File: config.mk
export PLATFORM = sky130hd
export DESIGN_NAME = coreaxitoahbl_read_byte_tracker_flat
export DESIGN_NICKNAME = d
export VERILOG_FILES = /design/src/rtl/coreaxitoahbl_read_byte_tracker_pkg.sv /design/src/rtl/coreaxitoahbl_read_byte_tracker_if.sv /design/src/rtl/coreaxitoahbl_read_byte_tracker_lane_strb.sv /design/src/rtl/coreaxitoahbl_read_byte_tracker.sv /design/src/flat_wrapper.sv
export SDC_FILE = /design/constraint.sdc
export NUM_CORES = 1
export LEC_CHECK = 0
export ABC_AREA = 1
export BUFFER_PORTS_ARGS = -buffer_cell sky130_fd_sc_hd__buf_2
export CORE_ASPECT_RATIO = 0.75
export CORE_UTILIZATION = 49
export DETAILED_ROUTE_END_ITERATION = 6
export HOLD_SLACK_MARGIN = 0.02
export PLACE_DENSITY = 0.78
export RECOVER_POWER = 100
export SYNTH_ARGS = -nofsm -noshare
export SYNTH_HDL_FRONTEND = slang
export SYNTH_SLANG_ARGS = --single-unit
export TNS_END_PERCENT = 50
File: constraint.sdc
create_clock -name ACLK -period 11 [get_ports ACLK]
set_input_delay 3.3 -clock ACLK [delete_from_list [all_inputs] [get_ports ACLK]]
set_output_delay 3.3 -clock ACLK [all_outputs]
set_load 0.03 [all_outputs]
File: src/rtl/coreaxitoahbl_read_byte_tracker_pkg.sv
// ---------------------------------------------------------------------------
// coreaxitoahbl_pkg
// Shared definitions for the AXI read byte tracker:
//   - state_e       : tracker FSM states (IDLE, CALC, ACTIVE)
//   - clog2()       : constant ceil(log2()) used to size the lane offset
//   - legal widths  : supported AXI data widths and the widest ARLEN
// ---------------------------------------------------------------------------
package coreaxitoahbl_pkg;

    typedef enum logic [1:0] {
        IDLE,
        CALC,
        ACTIVE
    } state_e;

    localparam int unsigned DWIDTH_32     = 32;
    localparam int unsigned DWIDTH_64     = 64;
    localparam int unsigned DWIDTH_128    = 128;
    // AXI4 ARLEN is 8 bits; AXI3 uses 4
    localparam int unsigned MAX_LEN_WIDTH = 8;

    function automatic int unsigned clog2(input int unsigned value);
        int unsigned result;
        int unsigned rest;
        result = 0;
        if (value > 1) begin
            rest = value - 1;
            while (rest > 0) begin
                result = result + 1;
                rest   = rest >> 1;
            end
        end
        return result;
    endfunction

    function automatic bit legal_dwidth(input int unsigned width);
        return (width == DWIDTH_32) || (width == DWIDTH_64) || (width == DWIDTH_128);
    endfunction

endpackage

File: src/rtl/coreaxitoahbl_read_byte_tracker_if.sv
// ---------------------------------------------------------------------------
// coreaxitoahbl_read_byte_tracker_if
// Command and beat-tracking signals of the read byte tracker.
//   master modport : AR decode / R return side (drives command and beats)
//   slave  modport : the tracker itself
// Command : cmdValid, cmdReady, cmdAddrOffset, cmdLen, cmdSize, cmdErr
// Beats   : beatValid, beatLast
// Status  : totalValid, totalBytes, bytesRemain, beatBytes, beatStrb,
//           expectLast, lenErr, strayBeat, busy
// ---------------------------------------------------------------------------
interface coreaxitoahbl_read_byte_tracker_if #(
    parameter int unsigned AXI_DWIDTH = 64,
    parameter int unsigned LEN_WIDTH  = 8
);
    localparam int unsigned BYTES = AXI_DWIDTH / 8;
    localparam int unsigned OFFW  = coreaxitoahbl_pkg::clog2(BYTES);
    localparam int unsigned CNT_W = LEN_WIDTH + OFFW + 1;

    logic                 cmdValid;
    logic                 cmdReady;
    logic [OFFW-1:0]      cmdAddrOffset;
    logic [LEN_WIDTH-1:0] cmdLen;
    logic [2:0]           cmdSize;
    logic                 cmdErr;
    logic                 beatValid;
    logic                 beatLast;
    logic                 totalValid;
    logic [CNT_W-1:0]     totalBytes;
    logic [CNT_W-1:0]     bytesRemain;
    logic [OFFW:0]        beatBytes;
    logic [BYTES-1:0]     beatStrb;
    logic                 expectLast;
    logic                 lenErr;
    logic                 strayBeat;
    logic                 busy;

    modport master (
        output cmdValid, cmdAddrOffset, cmdLen, cmdSize, beatValid, beatLast,
        input  cmdReady, cmdErr, totalValid, totalBytes, bytesRemain,
               beatBytes, beatStrb, expectLast, lenErr, strayBeat, busy
    );

    modport slave (
        input  cmdValid, cmdAddrOffset, cmdLen, cmdSize, beatValid, beatLast,
        output cmdReady, cmdErr, totalValid, totalBytes, bytesRemain,
               beatBytes, beatStrb, expectLast, lenErr, strayBeat, busy
    );

endinterface

File: src/rtl/coreaxitoahbl_read_byte_tracker_lane_strb.sv
// ---------------------------------------------------------------------------
// coreaxitoahbl_lane_strb
// Combinational lane decode for one beat of an INCR burst.
//   ptr    in  : current lane pointer (unaligned on the first beat)
//   size   in  : ARSIZE, log2 of bytes per beat
//   first  in  : 1 on the first beat of the burst
//   strb   out : lanes carrying valid data this beat
//   nbytes out : number of valid lanes this beat
// ---------------------------------------------------------------------------
module coreaxitoahbl_lane_strb #(
    parameter int unsigned BYTES = 8,
    parameter int unsigned OFFW  = 3
) (
    input  logic [OFFW-1:0]  ptr,
    input  logic [2:0]       size,
    input  logic             first,
    output logic [BYTES-1:0] strb,
    output logic [OFFW:0]    nbytes
);
    typedef logic [OFFW:0] lane_t;

    lane_t sz;
    lane_t mask;
    lane_t aligned;
    lane_t lo;
    lane_t hi;

    always_comb begin
        sz      = lane_t'(1) << size;
        mask    = sz - lane_t'(1);
        aligned = {1'b0, ptr} & ~mask;
        // only the first beat starts mid-container; later pointers are aligned
        lo      = first ? {1'b0, ptr} : aligned;
        // exclusive upper lane; aligned + sz never exceeds BYTES
        hi      = aligned + sz;
        nbytes  = hi - lo;
        strb    = '0;
        for (int unsigned i = 0; i < BYTES; i++) begin
            strb[i] = (lane_t'(i) >= lo) && (lane_t'(i) < hi);
        end
    end

endmodule

File: src/rtl/coreaxitoahbl_read_byte_tracker.sv
// ---------------------------------------------------------------------------
// coreaxitoahbl_read_byte_tracker
// Accepts one AXI INCR read command, computes the total number of valid
// bytes, then follows the returning R beats giving per-beat byte count,
// lane strobe and bytes remaining, and flags RLAST/length mismatches.
//   ACLK   in : clock, rising edge
//   ARESET in : synchronous active-high reset
//   bus       : slave modport of coreaxitoahbl_read_byte_tracker_if
//               (command, beat handshake and tracking status)
// ---------------------------------------------------------------------------
module coreaxitoahbl_read_byte_tracker #(
    parameter int unsigned AXI_DWIDTH = 64,
    parameter int unsigned LEN_WIDTH  = 8
) (
    input  logic ACLK,
    input  logic ARESET,
    coreaxitoahbl_read_byte_tracker_if.slave bus
);
    import coreaxitoahbl_pkg::*;

    localparam int unsigned BYTES  = AXI_DWIDTH / 8;
    localparam int unsigned OFFW   = clog2(BYTES);
    localparam int unsigned CNT_W  = LEN_WIDTH + OFFW + 1;
    // an unsupported build rejects every command instead of mis-tracking
    localparam bit          CFG_OK = legal_dwidth(AXI_DWIDTH) &&
                                     (LEN_WIDTH >= 1) && (LEN_WIDTH <= MAX_LEN_WIDTH);

    typedef logic [CNT_W-1:0] cnt_t;
    typedef logic [OFFW:0]    lane_t;

    state_e               state;
    logic [OFFW-1:0]      off_q;
    logic [OFFW-1:0]      ptr_q;
    logic [LEN_WIDTH-1:0] len_q;
    logic [LEN_WIDTH-1:0] beat_cnt_q;
    logic [2:0]           size_q;
    logic                 first_q;
    logic                 cmd_ready_q;
    logic                 busy_q;
    logic                 total_valid_q;
    logic                 cmd_err_q;
    logic                 len_err_q;
    logic                 stray_q;
    cnt_t                 total_q;
    cnt_t                 remain_q;

    logic [BYTES-1:0]     strb_raw;
    lane_t                bytes_raw;
    lane_t                sz_q;
    lane_t                mask_q;
    lane_t                so_q;
    cnt_t                 total_calc;
    logic [OFFW-1:0]      ptr_next;
    logic                 expect_last;
    logic                 size_ok;

    coreaxitoahbl_lane_strb #(
        .BYTES (BYTES),
        .OFFW  (OFFW)
    ) u_lane_strb (
        .ptr    (ptr_q),
        .size   (size_q),
        .first  (first_q),
        .strb   (strb_raw),
        .nbytes (bytes_raw)
    );

    always_comb begin
        size_ok     = CFG_OK && (32'(bus.cmdSize) <= OFFW);
        sz_q        = lane_t'(1) << size_q;
        mask_q      = sz_q - lane_t'(1);
        so_q        = {1'b0, off_q} & mask_q;
        total_calc  = ((cnt_t'(len_q) + cnt_t'(1)) << size_q) - cnt_t'(so_q);
        // next container start, wrapped modulo BYTES by truncation
        ptr_next    = OFFW'(({1'b0, ptr_q} & ~mask_q) + sz_q);
        expect_last = total_valid_q && (beat_cnt_q == len_q);
    end

    always_ff @(posedge ACLK) begin
        if (ARESET) begin
            state         <= IDLE;
            off_q         <= '0;
            ptr_q         <= '0;
            len_q         <= '0;
            beat_cnt_q    <= '0;
            size_q        <= '0;
            first_q       <= 1'b0;
            cmd_ready_q   <= 1'b1;
            busy_q        <= 1'b0;
            total_valid_q <= 1'b0;
            cmd_err_q     <= 1'b0;
            len_err_q     <= 1'b0;
            stray_q       <= 1'b0;
            total_q       <= '0;
            remain_q      <= '0;
        end else begin
            cmd_err_q <= 1'b0;
            len_err_q <= 1'b0;
            stray_q   <= 1'b0;
            unique case (state)
                IDLE: begin
                    stray_q <= bus.beatValid;
                    if (bus.cmdValid && cmd_ready_q) begin
                        state       <= CALC;
                        cmd_ready_q <= 1'b0;
                        busy_q      <= 1'b1;
                        off_q       <= bus.cmdAddrOffset;
                        ptr_q       <= bus.cmdAddrOffset;
                        len_q       <= bus.cmdLen;
                        size_q      <= bus.cmdSize;
                        first_q     <= 1'b1;
                        beat_cnt_q  <= '0;
                        // registered here so the pulse lands in the CALC cycle
                        cmd_err_q   <= !size_ok;
                    end
                end
                CALC: begin
                    stray_q <= bus.beatValid;
                    if (cmd_err_q) begin
                        state       <= IDLE;
                        cmd_ready_q <= 1'b1;
                        busy_q      <= 1'b0;
                    end else begin
                        state         <= ACTIVE;
                        total_valid_q <= 1'b1;
                        total_q       <= total_calc;
                        remain_q      <= total_calc;
                    end
                end
                ACTIVE: begin
                    if (bus.beatValid) begin
                        if (bus.beatLast != expect_last) begin
                            len_err_q     <= 1'b1;
                            state         <= IDLE;
                            cmd_ready_q   <= 1'b1;
                            busy_q        <= 1'b0;
                            total_valid_q <= 1'b0;
                            remain_q      <= '0;
                        end else if (expect_last) begin
                            state         <= IDLE;
                            cmd_ready_q   <= 1'b1;
                            busy_q        <= 1'b0;
                            total_valid_q <= 1'b0;
                            remain_q      <= '0;
                        end else begin
                            remain_q   <= remain_q - cnt_t'(bytes_raw);
                            beat_cnt_q <= beat_cnt_q + LEN_WIDTH'(1);
                            ptr_q      <= ptr_next;
                            first_q    <= 1'b0;
                        end
                    end
                end
                default: begin
                    state       <= IDLE;
                    cmd_ready_q <= 1'b1;
                    busy_q      <= 1'b0;
                end
            endcase
        end
    end

    assign bus.cmdReady    = cmd_ready_q;
    assign bus.cmdErr      = cmd_err_q;
    assign bus.busy        = busy_q;
    assign bus.totalValid  = total_valid_q;
    assign bus.totalBytes  = total_q;
    assign bus.bytesRemain = remain_q;
    assign bus.beatBytes   = total_valid_q ? bytes_raw : '0;
    assign bus.beatStrb    = total_valid_q ? strb_raw : '0;
    assign bus.expectLast  = expect_last;
    assign bus.lenErr      = len_err_q;
    assign bus.strayBeat   = stray_q;

endmodule

File: src/flat_wrapper.sv
// flat-port wrapper written by rule: the top's interface ports become plain ports
module coreaxitoahbl_read_byte_tracker_flat import coreaxitoahbl_pkg::*;
#(
    parameter int unsigned AXI_DWIDTH = 64,
    parameter int unsigned LEN_WIDTH  = 8
)
  (ACLK, ARESET, bus_cmdValid, bus_cmdAddrOffset, bus_cmdLen, bus_cmdSize, bus_beatValid, bus_beatLast, bus_cmdReady, bus_cmdErr, bus_totalValid, bus_totalBytes, bus_bytesRemain, bus_beatBytes, bus_beatStrb, bus_expectLast, bus_lenErr, bus_strayBeat, bus_busy);
  coreaxitoahbl_read_byte_tracker_if #(.AXI_DWIDTH(AXI_DWIDTH), .LEN_WIDTH(LEN_WIDTH)) bus_i ();
  input  logic ACLK;
  input  logic ARESET;
  input wire logic [$bits(bus_i.cmdValid)-1:0] bus_cmdValid;
  input wire logic [$bits(bus_i.cmdAddrOffset)-1:0] bus_cmdAddrOffset;
  input wire logic [$bits(bus_i.cmdLen)-1:0] bus_cmdLen;
  input wire logic [$bits(bus_i.cmdSize)-1:0] bus_cmdSize;
  input wire logic [$bits(bus_i.beatValid)-1:0] bus_beatValid;
  input wire logic [$bits(bus_i.beatLast)-1:0] bus_beatLast;
  output wire logic [$bits(bus_i.cmdReady)-1:0] bus_cmdReady;
  output wire logic [$bits(bus_i.cmdErr)-1:0] bus_cmdErr;
  output wire logic [$bits(bus_i.totalValid)-1:0] bus_totalValid;
  output wire logic [$bits(bus_i.totalBytes)-1:0] bus_totalBytes;
  output wire logic [$bits(bus_i.bytesRemain)-1:0] bus_bytesRemain;
  output wire logic [$bits(bus_i.beatBytes)-1:0] bus_beatBytes;
  output wire logic [$bits(bus_i.beatStrb)-1:0] bus_beatStrb;
  output wire logic [$bits(bus_i.expectLast)-1:0] bus_expectLast;
  output wire logic [$bits(bus_i.lenErr)-1:0] bus_lenErr;
  output wire logic [$bits(bus_i.strayBeat)-1:0] bus_strayBeat;
  output wire logic [$bits(bus_i.busy)-1:0] bus_busy;
  assign bus_i.cmdValid = bus_cmdValid;
  assign bus_i.cmdAddrOffset = bus_cmdAddrOffset;
  assign bus_i.cmdLen = bus_cmdLen;
  assign bus_i.cmdSize = bus_cmdSize;
  assign bus_i.beatValid = bus_beatValid;
  assign bus_i.beatLast = bus_beatLast;
  assign bus_cmdReady = bus_i.cmdReady;
  assign bus_cmdErr = bus_i.cmdErr;
  assign bus_totalValid = bus_i.totalValid;
  assign bus_totalBytes = bus_i.totalBytes;
  assign bus_bytesRemain = bus_i.bytesRemain;
  assign bus_beatBytes = bus_i.beatBytes;
  assign bus_beatStrb = bus_i.beatStrb;
  assign bus_expectLast = bus_i.expectLast;
  assign bus_lenErr = bus_i.lenErr;
  assign bus_strayBeat = bus_i.strayBeat;
  assign bus_busy = bus_i.busy;
  coreaxitoahbl_read_byte_tracker #(.AXI_DWIDTH(AXI_DWIDTH), .LEN_WIDTH(LEN_WIDTH)) u_core (.ACLK(ACLK), .ARESET(ARESET), .bus(bus_i));
endmodule
==> summary.txt, run 1 <==
outcome: completed
first-pass GRT wire length: 19580 um
antenna violations before repair: 0
top cell type's share of synthesized area: 28.31%
Clk Latency, worst-skew pair: 0.34 ns
synthesis-to-finish area growth: 11.71%
cell with the most instances after synthesis: nand2_1
WL met1: 5756 um
Post-synth EDFFs: 0
crit path time final: 6.636 ns
vias: 4394
Post-CTS Hold Buffers: 0
Crit path buffers/inverters: 3
htree depth: 3
Synth area leader: dfxtp_1
Worst Setup Path Type: flop to output pin
met3 routed WL: 675 um
drt total wl: 11800 um
Die ar.: 8744 um2
violation count after the first detailed-route iteration: 340
max-slew violations: 0
worst path arrival time: 3.34 ns
Critical Path Start Type: flop
standard-cell rows: 28
relative slew slack: 13.89%
Max FO, Critical Path: 15
ys flop type: dfxtp_1
Crit path max-delay family: adder cells
Final Hold Vio Count: 0
routed len/inst: 14.62 um
RSZ-0062 raised after global routing: false
Final Setup Violations: 0
placed cell areas: 4453 um2
Yosys cell types: 44
Routability Congestion: 0.8770
Core Box Area: 7988 um2
final instance area: 4582 um2
Max stage delay on crit path: 0.62 ns
fill count: 813
mapped cell area: 4101 um2
FFs w/ async S/R, synth: 0%
Crit path depth: 12
Die X: 107.6 um
CTS resizes: 0
Post-route DRC: 0
number of global-route vias before repair: 4082
CTS sink cnt: 58
Port Buffers: 61
Post-CTS Setup Bufs: 0
measured slew at the worst slew-check pin: 1.278 ns
post-route ant nets: 0
Crit. End Element: output pin
highest metal used: met4
clock-pin slew on the worst setup and hold paths: 0.07 ns
maximum vdd ir drop: 0.00009041 V
Die H: 81.23 um
register area share after synthesis: 28.31%
Syn. warnings: 0
Total GRT Usage: 28.88%
Via-to-Cell Ratio: 5.445
Achievable Freq: 150.7 MHz
Mean Syn Cell Area: 6.379 um2
First-pass DRT Iterations: 5
Hold Path Class: flop to flop
Top Ports: 62
Pleak: 0.002134 uW
Data required, critical path: 7.70 ns
CTS tree: done
worst clock skew: 0.01091 ns
slowest CP cell: dfxtp_1
Gate Count Post-Synth: 643
worst path cell trace: inv_1 > nand2_1 > inv_1 > nand2_1 > o21ai_0 > ha_1 > ha_1 > a21oi_1 > o21ai_1 > xnor2_1 > nor2_1 > clkbuf_1
clock root cell: clkbuf_8
nets: 733
crit share post-route: 60.33%
Hold Path Depth: 2
initial core utilization: 51.35%
Max clock buf depth: 2
largest net degree at the start of global routing: 29
GRT overflow: 0
register bit total from synthesis: 58
leading post-synthesis cells by instance count: nand2_1, nor2_1, inv_1, nand3_1, dfxtp_1
setup tns final: 0 ns
PwrDens: 199.1 nW/um2
Register-to-Register Path Depth: 21
met2 wire len: 5210 um
Synthesized Nets: 678
max_cap viols: 0
Synth area leaders: dfxtp_1, nand2_1, nand3_1
ANT cells: 0
fraction of layout cells with a size suffix above 1: 10.97%
hpwl dp: 9073 um
CTS buffer count: 9
## per-layer routing
layer  global-route usage [%]  vias to the layer above
met5                        0                        -
met4                    8.082                        0
met3                    3.852                       15
met2                    47.37                      167
met1                    39.79                     2015
li1                         -                     2197
## through the flow
stage	utilization [%]	instances	hold WS (ns)	worst slack, ns	power [uW]
after floorplan	-	643	0.4472	5.181	591.6
after global placement	55.75	792	0.4537	5.112	683.1
after detailed placement	55.75	792	0.4575	5.041	695.4
after CTS	58.47	807	0.4686	4.658	920.0
after global routing	57.36	807	0.4897	4.067	980.0
final	57.36	807	0.4701	4.364	912.2
## placed cells by master (no fill, tap or decap), drive strengths merged, types with 6 or more instances in the layout
| cell | Yosys | routed |
|---|---|---|
| nand2 | 177 | 177 |
| buf | 10 | 21 |
| a31oi | 6 | 6 |
| o21ai | 55 | 55 |
| ha | 13 | 13 |
| dfxtp | 58 | 58 |
| nand3 | 63 | 63 |
| xor2 | 8 | 8 |
| nor2 | 80 | 80 |
| a21oi | 33 | 33 |
| xnor2 | 6 | 6 |
| o21bai | 6 | 6 |
| inv | 80 | 80 |
| nor3 | 8 | 8 |
| clkbuf | 8 | 52 |
## final cells by class
| cell class | count | area [um2] | area share (%) |
|---|---|---|---|
| clock buffers | 11 | 141.4 | 3.086 |
| flip-flops and latches | 58 | 1161 | 25.34 |
| repair buffers | 62 | 259.0 | 5.653 |
| inverters | 81 | 305.3 | 6.663 |
| multi-input cells | 486 | 2507 | 54.72 |
| well taps | 105 | 131.4 | 2.867 |
| clock inverters | 4 | 76.32 | 1.666 |
## flip-flops by register name (all words and copies together) (netlist names), 2 cells and up
| name | flops |
|---|---|
| u_core.state | 2 |
| u_core.len_q | 8 |
| u_core.ptr_q | 3 |
| u_core.size_q | 3 |
| u_core.bus.bytesRemain | 12 |
| u_core.off_q | 3 |
| u_core.bus.totalBytes | 12 |
| u_core.beat_cnt_q | 8 |
## cell families (layout without fill, tap and decap cells)
logic type	Yosys count	after routing	synth area share [%]
xor+xnor	14	14	3.173
simple gates	341	341	36.94
compound gates	115	115	16.44
buf+inv	99	158	9.701
fa+ha+maj	16	16	5.430
flops	58	58	28.31
## where the power goes
group,leakage [uW],switching (uW),internal (uW)
combinational,0.00155,291,136
clock,0.000106,89.6,133
sequential,0.000474,28.7,234
## final timing paths
check                        start  slack [ns]                    endpoint
setup / recovery  u_core.size_q[0]        4.36            bus_beatBytes[3]
setup reg to reg  u_core.size_q[0]        6.56  u_core.bus.bytesRemain[11]
hold reg to reg    u_core.bus.busy        0.47             u_core.bus.busy
hold / removal     u_core.bus.busy        0.47             u_core.bus.busy
## worst min-delay path, stage by stage, from the launching register on
cell,delay (ns)
dfxtp_1,0.32
nand3_1,0.07
nand2_1,0.04
Note: power is estimated with default switching activity, not from simulation.
==> inputs of run 2 (changes only) <==
--- a/config.mk
+++ b/config.mk
@@ -5,7 +5,7 @@
 export SDC_FILE = /design/constraint.sdc
 export NUM_CORES = 1
 export LEC_CHECK = 0
-export ABC_AREA = 1
+export ABC_AREA = 0
 export BUFFER_PORTS_ARGS = -buffer_cell sky130_fd_sc_hd__buf_2
 export CORE_ASPECT_RATIO = 0.75
 export CORE_UTILIZATION = 49
==> constraint.sdc (replaced) <==
create_clock -name ACLK -period 6.6 [get_ports ACLK]
set_input_delay 1.98 -clock ACLK [delete_from_list [all_inputs] [get_ports ACLK]]
set_output_delay 1.98 -clock ACLK [all_outputs]
set_load 0.03 [all_outputs]
==> summary.txt, run 2 <==
Multi-input gate area: 2706 um2
sequential share of power: 30.5%
Die ar.: 8749 um2
clock share of power: 25.8%
total area of sequential cells: 1161 um2
Register-to-Register Path Depth: 16
first-pass GRT wire length: 18020 um
Top Ports: 62
crit path time final: 6.016 ns
Post-synth EDFFs: 0
GRT overflow: 0
register bit total from synthesis: 58
initial core utilization: 51.38%
top cell type's share of synthesized area: 28.29%
drt total wl: 11280 um
Min-Delay Endpoint: u_core.bus.busy
CTS resizes: 0
First-pass DRT Iterations: 5
worst path arrival time: 4.04 ns
Final Hold Vio Count: 0
most common cell after layout, fill and taps aside: nand2_1
Worst Setup Path Type: flop to output pin
ANT cells: 0
RR Startpoint: u_core.size_q[0]
leading post-synthesis cells by instance count: nand2_1, dfxtp_1, nor2_1, a21oi_1
Die X: 107.7 um
placed insts: 678
Synthesized Nets: 575
post-route ant nets: 0
Port Buffers: 61
largest net degree at the start of global routing: 40
fill count: 780
number of global-route vias before repair: 3627
commonest non-fill, non-tap cells in the layout: nand2_1, dfxtp_1, nor2_1, clkbuf_1, a21oi_1
Synth area leader: dfxtp_1
Via-to-Cell Ratio: 5.939
internal power consumption: 841.1 uW
Clk Latency, worst-skew pair: 0.36 ns
nets: 619
mapped cell area: 4104 um2
Yosys cell types: 78
hpwl dp: 8400 um
FFs w/ async S/R, synth: 0%
setup tns final: 0 ns
htree depth: 3
Final Setup Violations: 0
Achievable Freq: 166.2 MHz
Routability Congestion: 0.8857
Pleak: 0.001625 uW
Hold Path Class: flop to flop
standard-cell rows: 28
Post-route DRC: 0
Die H: 81.26 um
Max FO, Critical Path: 31
register area share after synthesis: 28.29%
Final WS setup: 0.5844 ns
final instance area: 4573 um2
crit share post-route: 91.15%
Total GRT Usage: 26.62%
max_cap viols: 1
routed len/inst: 16.25 um
Crit. End Element: output pin
antenna violations before repair: 0
Post-CTS Setup Bufs: 0
placed cell areas: 4419 um2
relative slew slack: -23.14%
Critical Path Start Type: flop
Mean Syn Cell Area: 7.600 um2
violation count after the first detailed-route iteration: 411
max-slew violations: 40
clock root cell: clkbuf_8
Syn. warnings: 0
Post-CTS Hold Buffers: 0
Comb power frac: 43.7%
clock-pin slew on the worst setup and hold paths: 0.07 ns
synthesis-to-finish area growth: 11.43%
Gate Count Post-Synth: 540
PwrDens: 316.8 nW/um2
Worst Min Path Start: u_core.bus.busy
RSZ-0062 raised after global routing: false
Data required, critical path: 4.62 ns
failing checks: max-capacitance violations, max-slew violations
Sw Share: 41.95%
R2R Setup Slk: 1.70 ns
Reg-to-Reg End: u_core.bus.bytesRemain[9]
vias: 4122
outcome: complete, but fails checks
fraction of layout cells with a size suffix above 1: 8.489%
cell with the most instances after synthesis: nand2_1
CTS buffer count: 9
non-filler cells, final: 694
worst clock skew: 0.008266 ns
CTS sink cnt: 58
Psw: 607.8 uW
Max clock buf depth: 2
CTS tree: done
pre-CTS setup slack: 1.166 ns
maximum vdd ir drop: 0.0001827 V
Synth area leaders: dfxtp_1, nand2_1, nor2_1
measured slew at the worst slew-check pin: 1.847 ns
Core Box Area: 7988 um2
ys flop type: dfxtp_1
Hold Path Depth: 1
==> run 2: changes by cell type in the layout (fill, tap and decap cells not counted), sizes merged, moves of 13 or more <==
cell / change
xnor2: +18
nand2b: +13
nor2b: +18
nand3: -54
nand2: -107
inv: -59
o21ai: -27
nor3: +15
nor2: -23
==> run 2: stage by stage <==
stage,hold WS [ns],power (uW),utilization [%]
2_1_floorplan,0.4318,924.1,-
3_5_place_dp,0.4398,1071,55.33
4_1_cts,0.4621,1449,58.07
5_1_grt,0.4877,1531,57.25
6_report,0.4604,1449,57.25
3_3_place_gp,0.4376,1053,55.33
==> run 2: cell families (layout without fill, tap and decap cells) <==
group	count (synthesis)	after routing	share of synthesized area, %
AOI/OAI and AO/OA	136	136	22.78
xor gates and xnor gates	37	37	7.896
adders and majority gates	16	16	5.427
buffers and inverters	53	102	5.610
DFF	58	58	28.29
muxes	5	5	1.280
and+or+nand+nor	235	235	28.72
==> run 2: power groups by stage <==
stage | Clock (uW) | Sequential, uW | Combinational [uW]
finish | 374 | 441 | 633
global route | 391 | 447 | 693
CTS | 378 | 438 | 633
detailed placement | 0 | 446 | 625
global placement | 0 | 445 | 608
floorplan | 0 | 458 | 466
==> run 2: worst max path at each step <==
stage / end / cells past startpoint / start
global placement: bus_beatStrb[0] / 10 / u_core.size_q[0]
detailed placement: bus_beatStrb[0] / 10 / u_core.size_q[0]
finish: bus_beatStrb[0] / 10 / u_core.size_q[0]
floorplan: bus_beatStrb[0] / 12 / u_core.size_q[0]
global route: bus_beatStrb[0] / 10 / u_core.size_q[0]
CTS: bus_beatStrb[0] / 10 / u_core.size_q[0]
==> run 2: area by class of cell <==
class	instances	area share, %
multi-input combinational	429	59.18
sequential	58	25.39
timing repair buffer	65	6.047
clock buffer	11	3.092
tap	105	2.873
inverter	21	1.724
clock inverter	5	1.696
==> run 2: per-layer routing <==
metal	routed length, um	GRT usage [%]	vias up
li1	-	-	2014
met2	4909	41.28	161
met5	0	0	-
met1	5474	37.44	1934
met4	158	8.904	0
met3	733	4.414	13
==> run 2: worst max-delay path, stage by stage, from the launching register on <==
cell       delay, ns
dfxtp_1         0.62
nor3_1          0.59
inv_1           0.14
ha_1            0.36
mux2i_1         0.10
nor4b_1         0.31
o21ai_0         0.17
a21oi_1         0.47
nor2_1          0.16
a2111oi_0       0.42
clkbuf_1        0.35
==> inputs of run 3 (changes only) <==
--- a/config.mk
+++ b/config.mk
@@ -7,11 +7,13 @@
 export LEC_CHECK = 0
 export ABC_AREA = 0
 export BUFFER_PORTS_ARGS = -buffer_cell sky130_fd_sc_hd__buf_2
+export CELL_PAD_IN_SITES_DETAIL_PLACEMENT = 2
+export CELL_PAD_IN_SITES_GLOBAL_PLACEMENT = 2
 export CORE_ASPECT_RATIO = 0.75
-export CORE_UTILIZATION = 49
+export CORE_UTILIZATION = 33
 export DETAILED_ROUTE_END_ITERATION = 6
 export HOLD_SLACK_MARGIN = 0.02
-export PLACE_DENSITY = 0.78
+export PLACE_DENSITY = 0.88
 export RECOVER_POWER = 100
 export SYNTH_ARGS = -nofsm -noshare
 export SYNTH_HDL_FRONTEND = slang
==> summary.txt, run 3 (synthesized netlist as in run 2, its figures left out) <==
Port Buffers: 61
Post-CTS Hold Buffers: 0
first-pass GRT wire length: 27450 um
ANT cells: 0
crit path time final: 6.104 ns
Clk Latency, worst-skew pair: 0.36 ns
measured slew at the worst slew-check pin: 2.410 ns
Hold Path Class: flop to flop
Routability Congestion: 0.9130
Worst Min Path Start: u_core.bus.totalBytes[5]
Top Ports: 62
total power: 1646 uW
PwrDens: 349.0 nW/um2
maximum vdd ir drop: 0.0001370 V
Crit. End Element: output pin
Reg-to-Reg End: u_core.bus.bytesRemain[9]
Total GRT Usage: 28.31%
CTS resizes: 0
Core Box Area: 11870 um2
Data required, critical path: 4.62 ns
max_cap viols: 1
crit share post-route: 92.48%
Final WS setup: 0.4964 ns
Max FO, Critical Path: 32
drt total wl: 17120 um
vias: 4414
Post-route DRC: 0
Max stage delay on crit path: 0.65 ns
routed len/inst: 22.83 um
htree depth: 3
CTS buffer count: 9
most common cell after layout, fill and taps aside: nand2_1
RSZ-0062 raised after global routing: false
CTS sink cnt: 58
initial core utilization: 34.58%
R2R Setup Slk: 0.99 ns
antenna violations before repair: 0
fraction of layout cells with a size suffix above 1: 8.673%
Worst Setup Path Type: flop to output pin
Register-to-Register Path Depth: 16
max-slew violations: 53
worst clock skew: 0.01048 ns
Die ar.: 12890 um2
First-pass DRT Iterations: 5
standard-cell rows: 34
failing checks: max-capacitance violations, max-slew violations
Via-to-Cell Ratio: 5.885
setup tns final: 0 ns
worst path arrival time: 4.12 ns
Pleak: 0.001660 uW
post-route ant nets: 0
Max clock buf depth: 2
outcome: complete, but fails checks
GRT overflow: 0
commonest non-fill, non-tap cells in the layout: nand2_1, dfxtp_1, nor2_1, clkbuf_1, a21oi_1
hpwl dp: 11250 um
Final Setup Violations: 0
synthesis-to-finish area growth: 14.94%
slowest CP cell: dfxtp_1
relative slew slack: -60.65%
CTS tree: done
clock-pin slew on the worst setup and hold paths: 0.06 ns
Die X: 130.8 um
Min-Delay Endpoint: u_core.bus.totalBytes[5]
violation count after the first detailed-route iteration: 284
worst path cell trace: nor3_1 > inv_1 > ha_1 > mux2i_1 > nor4b_1 > o21ai_0 > a21oi_1 > nor2_1 > a2111oi_0 > clkbuf_1
Achievable Freq: 163.8 MHz
fill count: 1402
nets: 618
largest net degree at the start of global routing: 53
clock root cell: clkbuf_16
Critical Path Start Type: flop
Final Hold Vio Count: 0
number of global-route vias before repair: 4866
Post-CTS Setup Bufs: 0
pre-CTS setup slack: 1.086 ns
Hold Path Depth: 2
RR Startpoint: u_core.size_q[1]
Min Hold Slack: 0.4649 ns
Die H: 98.58 um
## run 3: layout make-up
cell class | count | area, um2 | area share (%)
sequential | 58 | 1161 | 24.62
timing repair buffer | 64 | 272.8 | 5.783
clock buffer | 9 | 225.2 | 4.775
tap | 162 | 202.7 | 4.297
inverter | 21 | 78.83 | 1.671
multi-input combinational | 429 | 2706 | 57.37
clock inverter | 7 | 70.07 | 1.485
## run 3: worst max path at each step
stage          depth (start not counted)        startpoint  slack [ns]              end
2_1_floorplan                         12  u_core.size_q[0]        0.62  bus_beatStrb[0]
3_3_place_gp                          10  u_core.size_q[1]        1.44  bus_beatStrb[0]
3_5_place_dp                          10  u_core.size_q[1]        1.09  bus_beatStrb[0]
4_1_cts                               10  u_core.size_q[1]        0.64  bus_beatStrb[0]
5_1_grt                               10  u_core.size_q[1]        0.24  bus_beatStrb[0]
6_report                              10  u_core.size_q[1]        0.50  bus_beatStrb[0]
## run 3: where the power goes
group	internal [uW]	switching (uW)
logic	237	466
registers	385	65.1
clock network	292	201
total	914	733
## run 3: worst max-delay path, delay by kind of cell, from the launching register on
kind	cells	cell delay, ns
multiplexers	1	0.10
adder cells (fa/ha/maj)	1	0.37
AO/OA/AOI/OAI	3	1.06
flip-flops	1	0.65
AND/OR/NAND/NOR	3	1.07
buffers and inverters	2	0.51
## run 3: metal layers
layer / vias up / track usage [%] / share of wire (%)
met5: - / 0 / 0
met2: 130 / 46.72 / 48
met1: 2244 / 35.97 / 45
met4: 0 / 10.17 / 2.1
li1: 2012 / - / -
met3: 28 / 6.406 / 4.9
## run 3: metrics by stage
stage | util, % | cell area (um2) | instances
after floorplan | - | 4104 | 540
after global placement | 37.77 | 4483 | 734
after detailed placement | 37.77 | 4483 | 734
after CTS | 40.26 | 4778 | 750
after global routing | 39.74 | 4717 | 750
final | 39.74 | 4717 | 750
